<file path="src/rtl/muldiv_pkg.sv">
// Shared op encodings, FSM states and op-classification helpers for the
// multi-cycle M-extension unit.
package muldiv_pkg;

  typedef enum logic [2:0] {
    OP_MUL    = 3'b000,
    OP_MULH   = 3'b001,
    OP_MULHSU = 3'b010,
    OP_MULHU  = 3'b011,
    OP_DIV    = 3'b100,
    OP_DIVU   = 3'b101,
    OP_REM    = 3'b110,
    OP_REMU   = 3'b111
  } op_e;

  typedef enum logic [1:0] {
    IDLE,
    CALC,
    DONE
  } state_e;

  function automatic logic is_div(input logic [2:0] op);
    return op[2];
  endfunction

  function automatic logic is_rem(input logic [2:0] op);
    return (op == OP_REM) || (op == OP_REMU);
  endfunction

  function automatic logic is_signed_a(input logic [2:0] op);
    return (op == OP_MULH) || (op == OP_MULHSU) || (op == OP_DIV) || (op == OP_REM);
  endfunction

  function automatic logic is_signed_b(input logic [2:0] op);
    return (op == OP_MULH) || (op == OP_DIV) || (op == OP_REM);
  endfunction

endpackage

</file>
<file path="src/rtl/muldiv_if.sv">
// Request/response handshake bundle between the execute stage and muldiv_unit.
interface muldiv_if #(
  parameter int unsigned XLEN  = 32,
  parameter int unsigned TAG_W = 5
);
  logic             in_valid;
  logic             in_ready;
  logic [2:0]       in_op;
  logic [XLEN-1:0]  in_a;
  logic [XLEN-1:0]  in_b;
  logic [TAG_W-1:0] in_tag;
  logic             out_valid;
  logic             out_ready;
  logic [XLEN-1:0]  out_result;
  logic [TAG_W-1:0] out_tag;

  modport master (
    output in_valid, in_op, in_a, in_b, in_tag, out_ready,
    input  in_ready, out_valid, out_result, out_tag
  );

  modport slave (
    input  in_valid, in_op, in_a, in_b, in_tag, out_ready,
    output in_ready, out_valid, out_result, out_tag
  );
endinterface

</file>
<file path="src/rtl/muldiv_iter_core.sv">
// Unsigned iterative datapath: shift-add multiply or restoring divide, one bit
// per cycle. acc is the accumulator value after the current cycle's step.
module muldiv_iter_core #(
  parameter int unsigned XLEN = 32
) (
  input  logic              clk,
  input  logic              reset,
  input  logic              start,
  input  logic              abort,
  input  logic              div_mode,
  input  logic [XLEN-1:0]   a,
  input  logic [XLEN-1:0]   b,
  output logic [2*XLEN-1:0] acc,
  output logic              done
);
  localparam int unsigned CW = $clog2(XLEN);

  logic [2*XLEN-1:0] acc_q;
  logic [XLEN-1:0]   b_q;
  logic [CW-1:0]     cnt;
  logic              running;
  logic              div_q;
  logic [XLEN:0]     add_sum;
  logic [XLEN:0]     rem_shift;
  logic [XLEN:0]     diff;

  // Multiply: {hi,lo} starts as {0,multiplier}, add-then-shift-right.
  // Divide:   {rem,quo} starts as {0,dividend}, shift-left-then-trial-subtract.
  always_comb begin
    add_sum   = {1'b0, acc_q[2*XLEN-1:XLEN]} + (acc_q[0] ? {1'b0, b_q} : '0);
    rem_shift = acc_q[2*XLEN-1:XLEN-1];
    diff      = rem_shift - {1'b0, b_q};
    if (div_q) begin
      if (diff[XLEN]) acc = {rem_shift[XLEN-1:0], acc_q[XLEN-2:0], 1'b0};
      else            acc = {diff[XLEN-1:0],      acc_q[XLEN-2:0], 1'b1};
    end else begin
      acc = {add_sum, acc_q[XLEN-1:1]};
    end
  end

  assign done = running && (cnt == CW'(XLEN - 1));

  always_ff @(posedge clk) begin
    if (reset) begin
      acc_q   <= '0;
      b_q     <= '0;
      cnt     <= '0;
      running <= 1'b0;
      div_q   <= 1'b0;
    end else if (start) begin
      acc_q   <= {{XLEN{1'b0}}, a};
      b_q     <= b;
      cnt     <= '0;
      running <= 1'b1;
      div_q   <= div_mode;
    end else if (abort) begin
      running <= 1'b0;
    end else if (running) begin
      acc_q <= acc;
      cnt   <= cnt + 1'b1;
      if (done) running <= 1'b0;
    end
  end
endmodule

</file>
<file path="src/rtl/muldiv_unit.sv">
// RV32M/RV64M multi-cycle multiply/divide unit: sign handling, fast paths,
// handshake FSM around the unsigned iterative core.
module muldiv_unit
  import muldiv_pkg::*;
#(
  parameter int unsigned XLEN  = 32,
  parameter int unsigned TAG_W = 5
) (
  input  logic    clk,
  input  logic    reset,
  input  logic    flush,
  muldiv_if.slave bus
);
  localparam logic [XLEN-1:0] MIN_NEG = {1'b1, {(XLEN-1){1'b0}}};

  state_e            state, state_n;
  logic [2:0]        op_q;
  logic              neg_q;
  logic [XLEN-1:0]   res_q;
  logic [TAG_W-1:0]  tag_q;

  logic              accept, sa, sb, div_zero, ovf, fast;
  logic [XLEN-1:0]   mag_a, mag_b, fast_result, calc_result;
  logic [2*XLEN-1:0] core_acc, prod;
  logic              core_done;

  assign accept   = bus.in_valid && (state == IDLE) && !flush;
  assign sa       = is_signed_a(bus.in_op) && bus.in_a[XLEN-1];
  assign sb       = is_signed_b(bus.in_op) && bus.in_b[XLEN-1];
  assign mag_a    = sa ? -bus.in_a : bus.in_a;
  assign mag_b    = sb ? -bus.in_b : bus.in_b;
  assign div_zero = is_div(bus.in_op) && (bus.in_b == '0);
  assign ovf      = is_div(bus.in_op) && is_signed_a(bus.in_op) &&
                    (bus.in_a == MIN_NEG) && (bus.in_b == '1);
  assign fast     = div_zero || ovf;

  always_comb begin
    fast_result = '0;
    if (div_zero) fast_result = is_rem(bus.in_op) ? bus.in_a : '1;
    else          fast_result = is_rem(bus.in_op) ? '0 : bus.in_a;
  end

  muldiv_iter_core #(.XLEN(XLEN)) u_core (
    .clk      (clk),
    .reset    (reset),
    .start    (accept && !fast),
    .abort    (flush),
    .div_mode (is_div(bus.in_op)),
    .a        (mag_a),
    .b        (mag_b),
    .acc      (core_acc),
    .done     (core_done)
  );

  always_comb begin
    prod        = neg_q ? -core_acc : core_acc;
    calc_result = '0;
    if (!is_div(op_q))     calc_result = (op_q == OP_MUL) ? prod[XLEN-1:0] : prod[2*XLEN-1:XLEN];
    else if (is_rem(op_q)) calc_result = neg_q ? -core_acc[2*XLEN-1:XLEN] : core_acc[2*XLEN-1:XLEN];
    else                   calc_result = neg_q ? -core_acc[XLEN-1:0] : core_acc[XLEN-1:0];
  end

  always_ff @(posedge clk) begin
    if (reset) state <= IDLE;
    else       state <= state_n;
  end

  always_comb begin
    state_n = state;
    unique case (state)
      IDLE:    if (accept) state_n = fast ? DONE : CALC;
      CALC:    if (flush) state_n = IDLE;
               else if (core_done) state_n = DONE;
      DONE:    if (flush || bus.out_ready) state_n = IDLE;
      default: state_n = IDLE;
    endcase
  end

  always_ff @(posedge clk) begin
    if (reset) begin
      op_q  <= OP_MUL;
      neg_q <= 1'b0;
      res_q <= '0;
      tag_q <= '0;
    end else if (accept) begin
      op_q  <= bus.in_op;
      neg_q <= is_rem(bus.in_op) ? sa : (sa ^ sb);
      tag_q <= bus.in_tag;
      if (fast) res_q <= fast_result;
    end else if ((state == CALC) && core_done && !flush) begin
      res_q <= calc_result;
    end
  end

  assign bus.in_ready   = (state == IDLE);
  assign bus.out_valid  = (state == DONE);
  assign bus.out_result = res_q;
  assign bus.out_tag    = tag_q;
endmodule

</file>
<file path="src/flat_wrapper.sv">
// flat-port wrapper written by rule: the top's interface ports become plain ports
module muldiv_unit_flat import muldiv_pkg::*;
#(
  parameter int unsigned XLEN  = 32,
  parameter int unsigned TAG_W = 5
)
  (clk, reset, flush, bus_in_valid, bus_in_op, bus_in_a, bus_in_b, bus_in_tag, bus_out_ready, bus_in_ready, bus_out_valid, bus_out_result, bus_out_tag);
  muldiv_if #(.XLEN(XLEN), .TAG_W(TAG_W)) bus_i ();
  input  logic clk;
  input  logic reset;
  input  logic flush;
  input wire logic [$bits(bus_i.in_valid)-1:0] bus_in_valid;
  input wire logic [$bits(bus_i.in_op)-1:0] bus_in_op;
  input wire logic [$bits(bus_i.in_a)-1:0] bus_in_a;
  input wire logic [$bits(bus_i.in_b)-1:0] bus_in_b;
  input wire logic [$bits(bus_i.in_tag)-1:0] bus_in_tag;
  input wire logic [$bits(bus_i.out_ready)-1:0] bus_out_ready;
  output wire logic [$bits(bus_i.in_ready)-1:0] bus_in_ready;
  output wire logic [$bits(bus_i.out_valid)-1:0] bus_out_valid;
  output wire logic [$bits(bus_i.out_result)-1:0] bus_out_result;
  output wire logic [$bits(bus_i.out_tag)-1:0] bus_out_tag;
  assign bus_i.in_valid = bus_in_valid;
  assign bus_i.in_op = bus_in_op;
  assign bus_i.in_a = bus_in_a;
  assign bus_i.in_b = bus_in_b;
  assign bus_i.in_tag = bus_in_tag;
  assign bus_i.out_ready = bus_out_ready;
  assign bus_in_ready = bus_i.in_ready;
  assign bus_out_valid = bus_i.out_valid;
  assign bus_out_result = bus_i.out_result;
  assign bus_out_tag = bus_i.out_tag;
  muldiv_unit #(.XLEN(XLEN), .TAG_W(TAG_W)) u_core (.clk(clk), .reset(reset), .flush(flush), .bus(bus_i));
endmodule
</file>
<file path="config.mk">
export PLATFORM = sky130hd
export DESIGN_NAME = muldiv_unit_flat
export DESIGN_NICKNAME = d
export VERILOG_FILES = /design/src/rtl/muldiv_pkg.sv /design/src/rtl/muldiv_if.sv /design/src/rtl/muldiv_iter_core.sv /design/src/rtl/muldiv_unit.sv /design/src/flat_wrapper.sv
export SDC_FILE = /design/constraint.sdc
export NUM_CORES = 1
export LEC_CHECK = 0
export CAP_MARGIN = 20
export CORE_MARGIN = 3
export CORE_UTILIZATION = 45
export DETAILED_ROUTE_END_ITERATION = 10
export SYNTH_ARGS = -nofsm -noshare
export SYNTH_HDL_FRONTEND = slang
export SYNTH_SLANG_ARGS = --single-unit
</file>
<file path="constraint.sdc">
create_clock -name clk -period 15.15 [get_ports clk]
set_input_delay 3.03 -clock clk [delete_from_list [all_inputs] [get_ports clk]]
set_output_delay 3.03 -clock clk [all_outputs]
set_load 0.005 [all_outputs]
</file>
==> results of run 1 <==
worst reg2reg max path: cells and delay by family (launching register included):
kind	cells	cell delay [ns]
AOI/OAI and AO/OA	9	2.24
and+or+nand+nor	8	2.68
DFF	1	0.40
adders and majority gates	3	1.01
buffers and inverters	3	0.35
power groups by stage:
stage                     clock network (uW)  registers, uW  logic (uW)
after global routing                     455            434         559
after detailed placement                   0            440         499
after CTS                                440            431         502
final                                    438            432         517
after global placement                     0            439         496
after floorplan                            0            425         349
layer usage:
metal	GRT usage	up-vias	wire length [um]
met5	0	-	13
met4	0.0869	2	1590
met3	0.0672	99	5750
met2	0.490	850	26000
met1	0.469	8147	27700
li1	-	8199	-
logic make-up (layout without fill, tap and decap cells):
| kind of cell | Yosys count | after routing | synth area share |
|---|---|---|---|
| other cells | 0 | 1 | 0 |
| flops | 146 | 146 | 0.187 |
| buf+inv | 214 | 243 | 0.0540 |
| mux | 55 | 55 | 0.0368 |
| simple gates | 835 | 835 | 0.257 |
| compound gates | 735 | 735 | 0.316 |
| xor+xnor | 158 | 158 | 0.0888 |
| fa+ha+maj | 73 | 73 | 0.0595 |
sequential cells by signal (all words and copies together) (netlist names):
| signal | count |
|---|---|
| u_core.bus.out_result | 32 |
| u_core.bus.out_tag | 5 |
| u_core.neg_q | 1 |
| u_core.op_q | 3 |
| u_core.state | 2 |
| u_core.u_core.acc_q | 64 |
| u_core.u_core.b_q | 32 |
| u_core.u_core.cnt | 5 |
| u_core.u_core.div_q | 1 |
| u_core.u_core.running | 1 |
synthesized netlist by cell type, types with 14 or more instances:
| master | instances |
|---|---|
| a21o_1 | 25 |
| clkbuf_1 | 111 |
| o221ai_1 | 15 |
| o21ai_0 | 131 |
| nor4_1 | 16 |
| ha_1 | 71 |
| a21oi_1 | 213 |
| nand4_1 | 42 |
| nand2b_1 | 22 |
| or3_1 | 22 |
| xor2_1 | 55 |
| o211ai_1 | 24 |
| nand3_1 | 30 |
| nand2_1 | 229 |
| mux2i_1 | 45 |
| and2_1 | 46 |
| nor3_1 | 69 |
| nor2_1 | 264 |
| buf_2 | 16 |
| dfxtp_1 | 146 |
| xnor2_1 | 103 |
| o31ai_1 | 23 |
| a211oi_1 | 114 |
| buf_1 | 14 |
| inv_1 | 67 |
| a31oi_1 | 33 |
| nor2b_1 | 18 |
metrics by stage:
| step | cell area (um2) | util | power [uW] | hold WS, ns |
|---|---|---|---|---|
| 3_3_place_gp | 16900 | 0.500 | 936 | 0.443 |
| 6_report | 17600 | 0.519 | 1390 | 0.453 |
| 5_1_grt | 17600 | 0.519 | 1450 | 0.478 |
| 2_1_floorplan | 15600 | - | 774 | 0.441 |
| 3_5_place_dp | 16900 | 0.500 | 939 | 0.446 |
| 4_1_cts | 17500 | 0.517 | 1370 | 0.455 |
layout by cell type, fill, tap and decap left out, types with 30 or more instances in the layout:
cell               n
nand3_1           30
xor2_1            55
nand4_1           42
o21ai_0          131
and2_1            46
clkdlybuf4s50_1  114
xnor2_1          103
ha_1              71
a21oi_1          212
a211oi_1         114
mux2i_1           45
dfxtp_1          144
a31oi_1           33
nor2_1           263
inv_1             67
nand2_1          229
nor3_1            68
worst max path at each step:
stage	end	cells after the start
CTS	u_core.bus.out_result[15]$_SDFFE_PP0P_	13
floorplan	u_core.bus.out_result[15]$_SDFFE_PP0P_	11
detailed placement	u_core.bus.out_result[15]$_SDFFE_PP0P_	13
global placement	u_core.bus.out_result[15]$_SDFFE_PP0P_	13
finish	u_core.bus.out_result[15]$_SDFFE_PP0P_	13
global route	u_core.bus.out_result[15]$_SDFFE_PP0P_	14
area by class of cell:
type | count | area share
multi-input combinational | 1856 | 0.675
antenna | 1 | 0.000142
inverter | 68 | 0.0145
timing repair buffer | 143 | 0.0790
clock inverter | 14 | 0.00812
sequential | 146 | 0.167
tap | 448 | 0.0319
clock buffer | 18 | 0.0250
==> flow_metrics.env, run 1 <==
export IMPL_status="finished, final reports clean"
export IMPL_dr_pass1_iters=6
export IMPL_antenna_found_initial=1
export IMPL_syn_num_nets=2366
export IMPL_worstSetupStartpointType="input pin"
export IMPL_finalClockSkew_ns=0.0134
export IMPL_syn_inst=2216
export IMPL_avgSynthCellArea_um2=7.04
export IMPL_r2r_cells=23
export IMPL_clk_path_buf_depth=2
export IMPL_grt_max_degree=79
export IMPL_grt_pass1_wl_um=93200
export IMPL_slowest_stage="or4_1"
export IMPL_gp_congestion=0.951
export IMPL_synth_area_top_cells="dfxtp_1, a21oi_1, nor2_1"
export IMPL_end_kind="flop"
export IMPL_postCtsSetupBuffers=0
export IMPL_core_um2=33900
export IMPL_grt_total_usage=0.325
export IMPL_drt_total_wl_um=61000
export IMPL_synthFlopType="dfxtp_1"
export IMPL_num_rows=67
export IMPL_critPathRequiredTime_ns=15.45
export IMPL_drc=0
export IMPL_cts_root_buf="clkbuf_16"
export IMPL_crit_arrival_ns=7.76
export IMPL_io_pins=116
export IMPL_holdPathStages=2
export IMPL_rrSetupSlack_ns=8.42
export IMPL_dpl_cell_count=2658
export IMPL_place_ws_ns=7.25
export IMPL_power_density_nw_per_um2=78.9
export IMPL_wl_per_cell_um=22.6
export IMPL_detail_route_antenna_nets=0
export IMPL_sw_frac_of_total=0.407
export IMPL_p_sw_uw=564
export IMPL_seqPwrFrac=0.312
export IMPL_cpLargestDelayFamily="simple AND/OR/NAND/NOR gates"
export IMPL_cts_tree="yes"
export IMPL_period_share=0.493
export IMPL_slew_violations=0
export IMPL_reg2reg_from="u_core.u_core.acc_q[31]$_SDFFE_PP0P_"
export IMPL_comb_power_share=0.373
export IMPL_grt_setup_unrepaired="false"
export IMPL_ctsResizeCount=0
export IMPL_p_leak_uw=0.00627
export IMPL_power_frac_clock=0.316
export IMPL_area_growth_pct=12.7
export IMPL_viasPerCell=6.42
export IMPL_die_w_um=192
export IMPL_holdBufCountCts=0
export IMPL_async_reset_ff_frac=0
export IMPL_p_int_uw=823
export IMPL_maxCapViolCount=0
export IMPL_clock_sinks=146
export IMPL_final_setup_viol_count=0
export IMPL_die_area_um2=36900
export IMPL_min_delay_start="u_core.bus.out_tag[2]$_SDFFE_PP0P_"
export IMPL_startpoint="bus_in_a[8]"
export IMPL_criticalPathCategory="in -> reg"
export IMPL_yosysTopAreaCell="dfxtp_1"
export IMPL_r2r_end="u_core.bus.out_result[14]$_SDFFE_PP0P_"
export IMPL_cts_buffers=17
export IMPL_synth_top_area_frac=0.187
export IMPL_vias=17300
export IMPL_fin_ws_ns=7.68
export IMPL_synth_distinct_cells=103
export IMPL_fmax_ghz=0.134
export IMPL_crit_chain="clkdlybuf4s50_1 > or4_1 > or3_1 > or3b_2 > nand2b_1 > o21ai_1 > a21oi_1 > a2111oi_4 > buf_4 > nand2_1 > a311o_1 > a211oi_1 > nor4_1"
export IMPL_slowest_delay_ns=0.58
export IMPL_clk_pin_slew_ns=0.07
export IMPL_worst_pin_slew_ns=1.04
export IMPL_hold_violations=0
export IMPL_layout_min_cycle_time_ns=7.47
export IMPL_nets=2382
export IMPL_syn_cell_area_um2=15600
export IMPL_synth_seq_area_share=0.187
export IMPL_grt_pass1_vias=15700
export IMPL_crit_fanout=45
export IMPL_htreeDepth=4
export IMPL_drt_initial_drc_count=1717
export IMPL_clock_latency_ns=0.45
export IMPL_min_to="u_core.bus.out_tag[2]$_SDFFE_PP0P_"
export IMPL_path_buf_inv=2
export IMPL_synth_edf_count=0
export IMPL_port_buffers=115
export IMPL_dp_hpwl_um=47300
export IMPL_drive_gt1_frac=0.0615
export IMPL_yosysWarnings=0
export IMPL_multi_input_area_um2=11900
export IMPL_gr_total_overflow=0
export IMPL_seqCellArea_um2=2930
export IMPL_finalSetupTns_ns=0
export IMPL_start_util=0.460
export IMPL_maxSlewHeadroom=0.303
export IMPL_hp_class="reg -> reg"
export IMPL_synth_ff_latch_count=146
export IMPL_final_instance_count_excl_fill=2694
export IMPL_irDropWorstVdd_uv=84.9
export IMPL_fillers=3400
export IMPL_die_y_um=192
No activity file was read; power rests on OpenSTA's default activity.
==> run 2, diff against run 1 <==
--- a/config.mk
+++ b/config.mk
@@ -9,6 +9,7 @@
 export CORE_MARGIN = 3
 export CORE_UTILIZATION = 45
 export DETAILED_ROUTE_END_ITERATION = 10
+export PLACE_DENSITY = 0.66
 export SYNTH_ARGS = -nofsm -noshare
 export SYNTH_HDL_FRONTEND = slang
 export SYNTH_SLANG_ARGS = --single-unit
==> constraint.sdc (replaced) <==
create_clock -name clk -period 6.1 [get_ports clk]
set_input_delay 1.22 -clock clk [delete_from_list [all_inputs] [get_ports clk]]
set_output_delay 1.22 -clock clk [all_outputs]
set_load 0.005 [all_outputs]
==> flow_metrics.env, run 2 (synthesized netlist as in run 1, its figures left out) <==
export IMPL_status="finished, final reports clean"
export IMPL_grt_pass1_wl_um=96900
export IMPL_die_y_um=192
export IMPL_core_um2=33900
export IMPL_crit_chain="inv_1 > ha_1 > inv_1 > fa_1 > a211oi_1 > o211ai_1 > nand4_1 > a211oi_2 > or2_2 > a211o_1 > inv_1 > ha_2 > o211ai_1 > nor2_2 > nand3_1 > or2_2 > nor2_4 > nand4_1 > or3_1 > o31ai_1 > xnor2_1 > nand2_1 > a311oi_1"
export IMPL_start_util=0.460
export IMPL_nets=2425
export IMPL_maxCapViolCount=0
export IMPL_criticalPathCategory="reg -> reg"
export IMPL_irDropWorstVdd_uv=208
export IMPL_drive_gt1_frac=0.0804
export IMPL_path_buf_inv=3
export IMPL_dr_pass1_iters=6
export IMPL_layout_min_cycle_time_ns=5.78
export IMPL_hold_violations=0
export IMPL_finalClockSkew_ns=0.0122
export IMPL_power_density_nw_per_um2=197
export IMPL_crit_arrival_ns=6.14
export IMPL_fillers=3351
export IMPL_critPathRequiredTime_ns=6.46
export IMPL_vias=17700
export IMPL_cts_tree="yes"
export IMPL_port_buffers=115
export IMPL_fmax_ghz=0.173
export IMPL_antenna_found_initial=2
export IMPL_p_leak_uw=0.00647
export IMPL_num_rows=67
export IMPL_finalPower_uw=3530
export IMPL_clock_latency_ns=0.46
export IMPL_slowest_delay_ns=0.42
export IMPL_hp_class="reg -> reg"
export IMPL_critPathMostFrequentCell="inv_1"
export IMPL_die_area_um2=36900
export IMPL_final_cell_mix="nor2_1, nand2_1, a21oi_1, dfxtp_1, o21ai_0"
export IMPL_htreeDepth=4
export IMPL_cts_buffers=17
export IMPL_viasPerCell=6.46
export IMPL_regMostFlops="u_core.u_core.acc_q"
export IMPL_die_w_um=192
export IMPL_period_share=0.947
export IMPL_worst_pin_slew_ns=0.948
export IMPL_maxSlewHeadroom=0.368
export IMPL_gp_congestion=1.01
export IMPL_multi_input_area_um2=11900
export IMPL_seqCellArea_um2=2930
export IMPL_final_instance_count_excl_fill=2738
export IMPL_gr_total_overflow=0
export IMPL_clock_sinks=146
export IMPL_slowest_stage="or3_1"
export IMPL_crit_fanout=7
export IMPL_slew_violations=0
export IMPL_grt_total_usage=0.339
export IMPL_wl_per_cell_um=23.0
export IMPL_detail_route_antenna_nets=0
export IMPL_drc=0
export IMPL_dpl_cell_count=2702
export IMPL_clk_pin_slew_ns=0.07
export IMPL_largest_reg_flops=64
export IMPL_grt_pass1_vias=16300
export IMPL_final_setup_viol_count=0
export IMPL_clk_path_buf_depth=2
export IMPL_end_kind="flop"
export IMPL_cts_root_buf="clkbuf_16"
export IMPL_worstSetupStartpointType="flop"
export IMPL_grt_max_degree=129
export IMPL_drt_initial_drc_count=2287
export IMPL_io_pins=116
export IMPL_area_growth_pct=15.0
export IMPL_layout_commonest_cell="nor2_1"
export IMPL_finalSetupTns_ns=0
export IMPL_cpLargestDelayFamily="simple AND/OR/NAND/NOR gates"
export IMPL_dp_hpwl_um=48500
export IMPL_drt_total_wl_um=62900
-- run 2: cell types whose count changed in the layout (fill, tap and decap cells not counted), sizes merged --
| cell | delta |
|---|---|
| inv | -3 |
| buf | +44 |
| clkbuf | +1 |
| bufinv | +1 |
| diode | +1 |
| clkinvlp | +2 |
| clkinv | -2 |
-- run 2: path summary, 6_finish.rpt --
kind / cells past startpoint / slack [ns] / end / start
min: 2 / 0.45 / u_core.bus.out_tag[1]$_SDFFE_PP0P_ / u_core.bus.out_tag[1]$_SDFFE_PP0P_
min reg2reg: 2 / 0.45 / u_core.bus.out_tag[1]$_SDFFE_PP0P_ / u_core.bus.out_tag[1]$_SDFFE_PP0P_
max: 23 / 0.32 / u_core.bus.out_result[26]$_SDFFE_PP0P_ / u_core.u_core.acc_q[31]$_SDFFE_PP0P_
max reg2reg: 23 / 0.32 / u_core.bus.out_result[26]$_SDFFE_PP0P_ / u_core.u_core.acc_q[31]$_SDFFE_PP0P_
-- run 2: worst reg2reg max path, cell delays in order, from the launching register on --
cell,delay (ns)
dfxtp_1,0.36
inv_1,0.08
ha_1,0.15
inv_1,0.05
fa_1,0.41
a211oi_1,0.31
o211ai_1,0.21
nand4_1,0.29
a211oi_2,0.15
or2_2,0.31
a211o_1,0.35
inv_1,0.19
ha_2,0.26
o211ai_1,0.20
nor2_2,0.18
nand3_1,0.13
or2_2,0.41
nor2_4,0.16
nand4_1,0.25
or3_1,0.42
o31ai_1,0.28
xnor2_1,0.17
nand2_1,0.09
a311oi_1,0.27
-- run 2: through the flow --
step | cell area [um2] | hold WS (ns) | worst slack (ns) | utilization
3_3_place_gp | 17300 | 0.442 | 0.537 | 0.511
2_1_floorplan | 15600 | 0.441 | 0.935 | -
3_5_place_dp | 17300 | 0.452 | 0.299 | 0.511
4_1_cts | 17900 | 0.459 | 0.291 | 0.528
5_1_grt | 17900 | 0.480 | -0.00171 | 0.529
6_report | 17900 | 0.454 | 0.323 | 0.530
-- run 2: layout make-up --
class / instances / area share
clock buffer: 20 / 0.0255
sequential: 146 / 0.163
antenna: 2 / 0.000279
inverter: 68 / 0.0142
clock inverter: 12 / 0.00816
timing repair buffer: 186 / 0.0952
multi-input combinational: 1856 / 0.662
tap: 448 / 0.0313
-- run 2: repair_timing --
| item | in CTS | in global routing |
|---|---|---|
| setup buffers | 0 | 2 |
| resized for setup | 0 | 5 |
| hold buffers | 0 | 0 |
| setup endpoints to repair | 0 | 6 |
-- run 2: power breakdown --
group          switching (uW)  internal, uW  total, uW  leakage (uW)
clock                     484           633       1120      0.000286
sequential               62.3          1000       1060       0.00119
combinational             862           491       1350       0.00500
total                    1410          2130       3530       0.00647
-- run 2: routing by layer --
layer,vias to the layer above,share of wire,GRT usage
met5,-,0,0
met4,0,0.038,0.130
met3,135,0.11,0.0874
met2,914,0.42,0.496
met1,8359,0.43,0.474
li1,8279,-,-
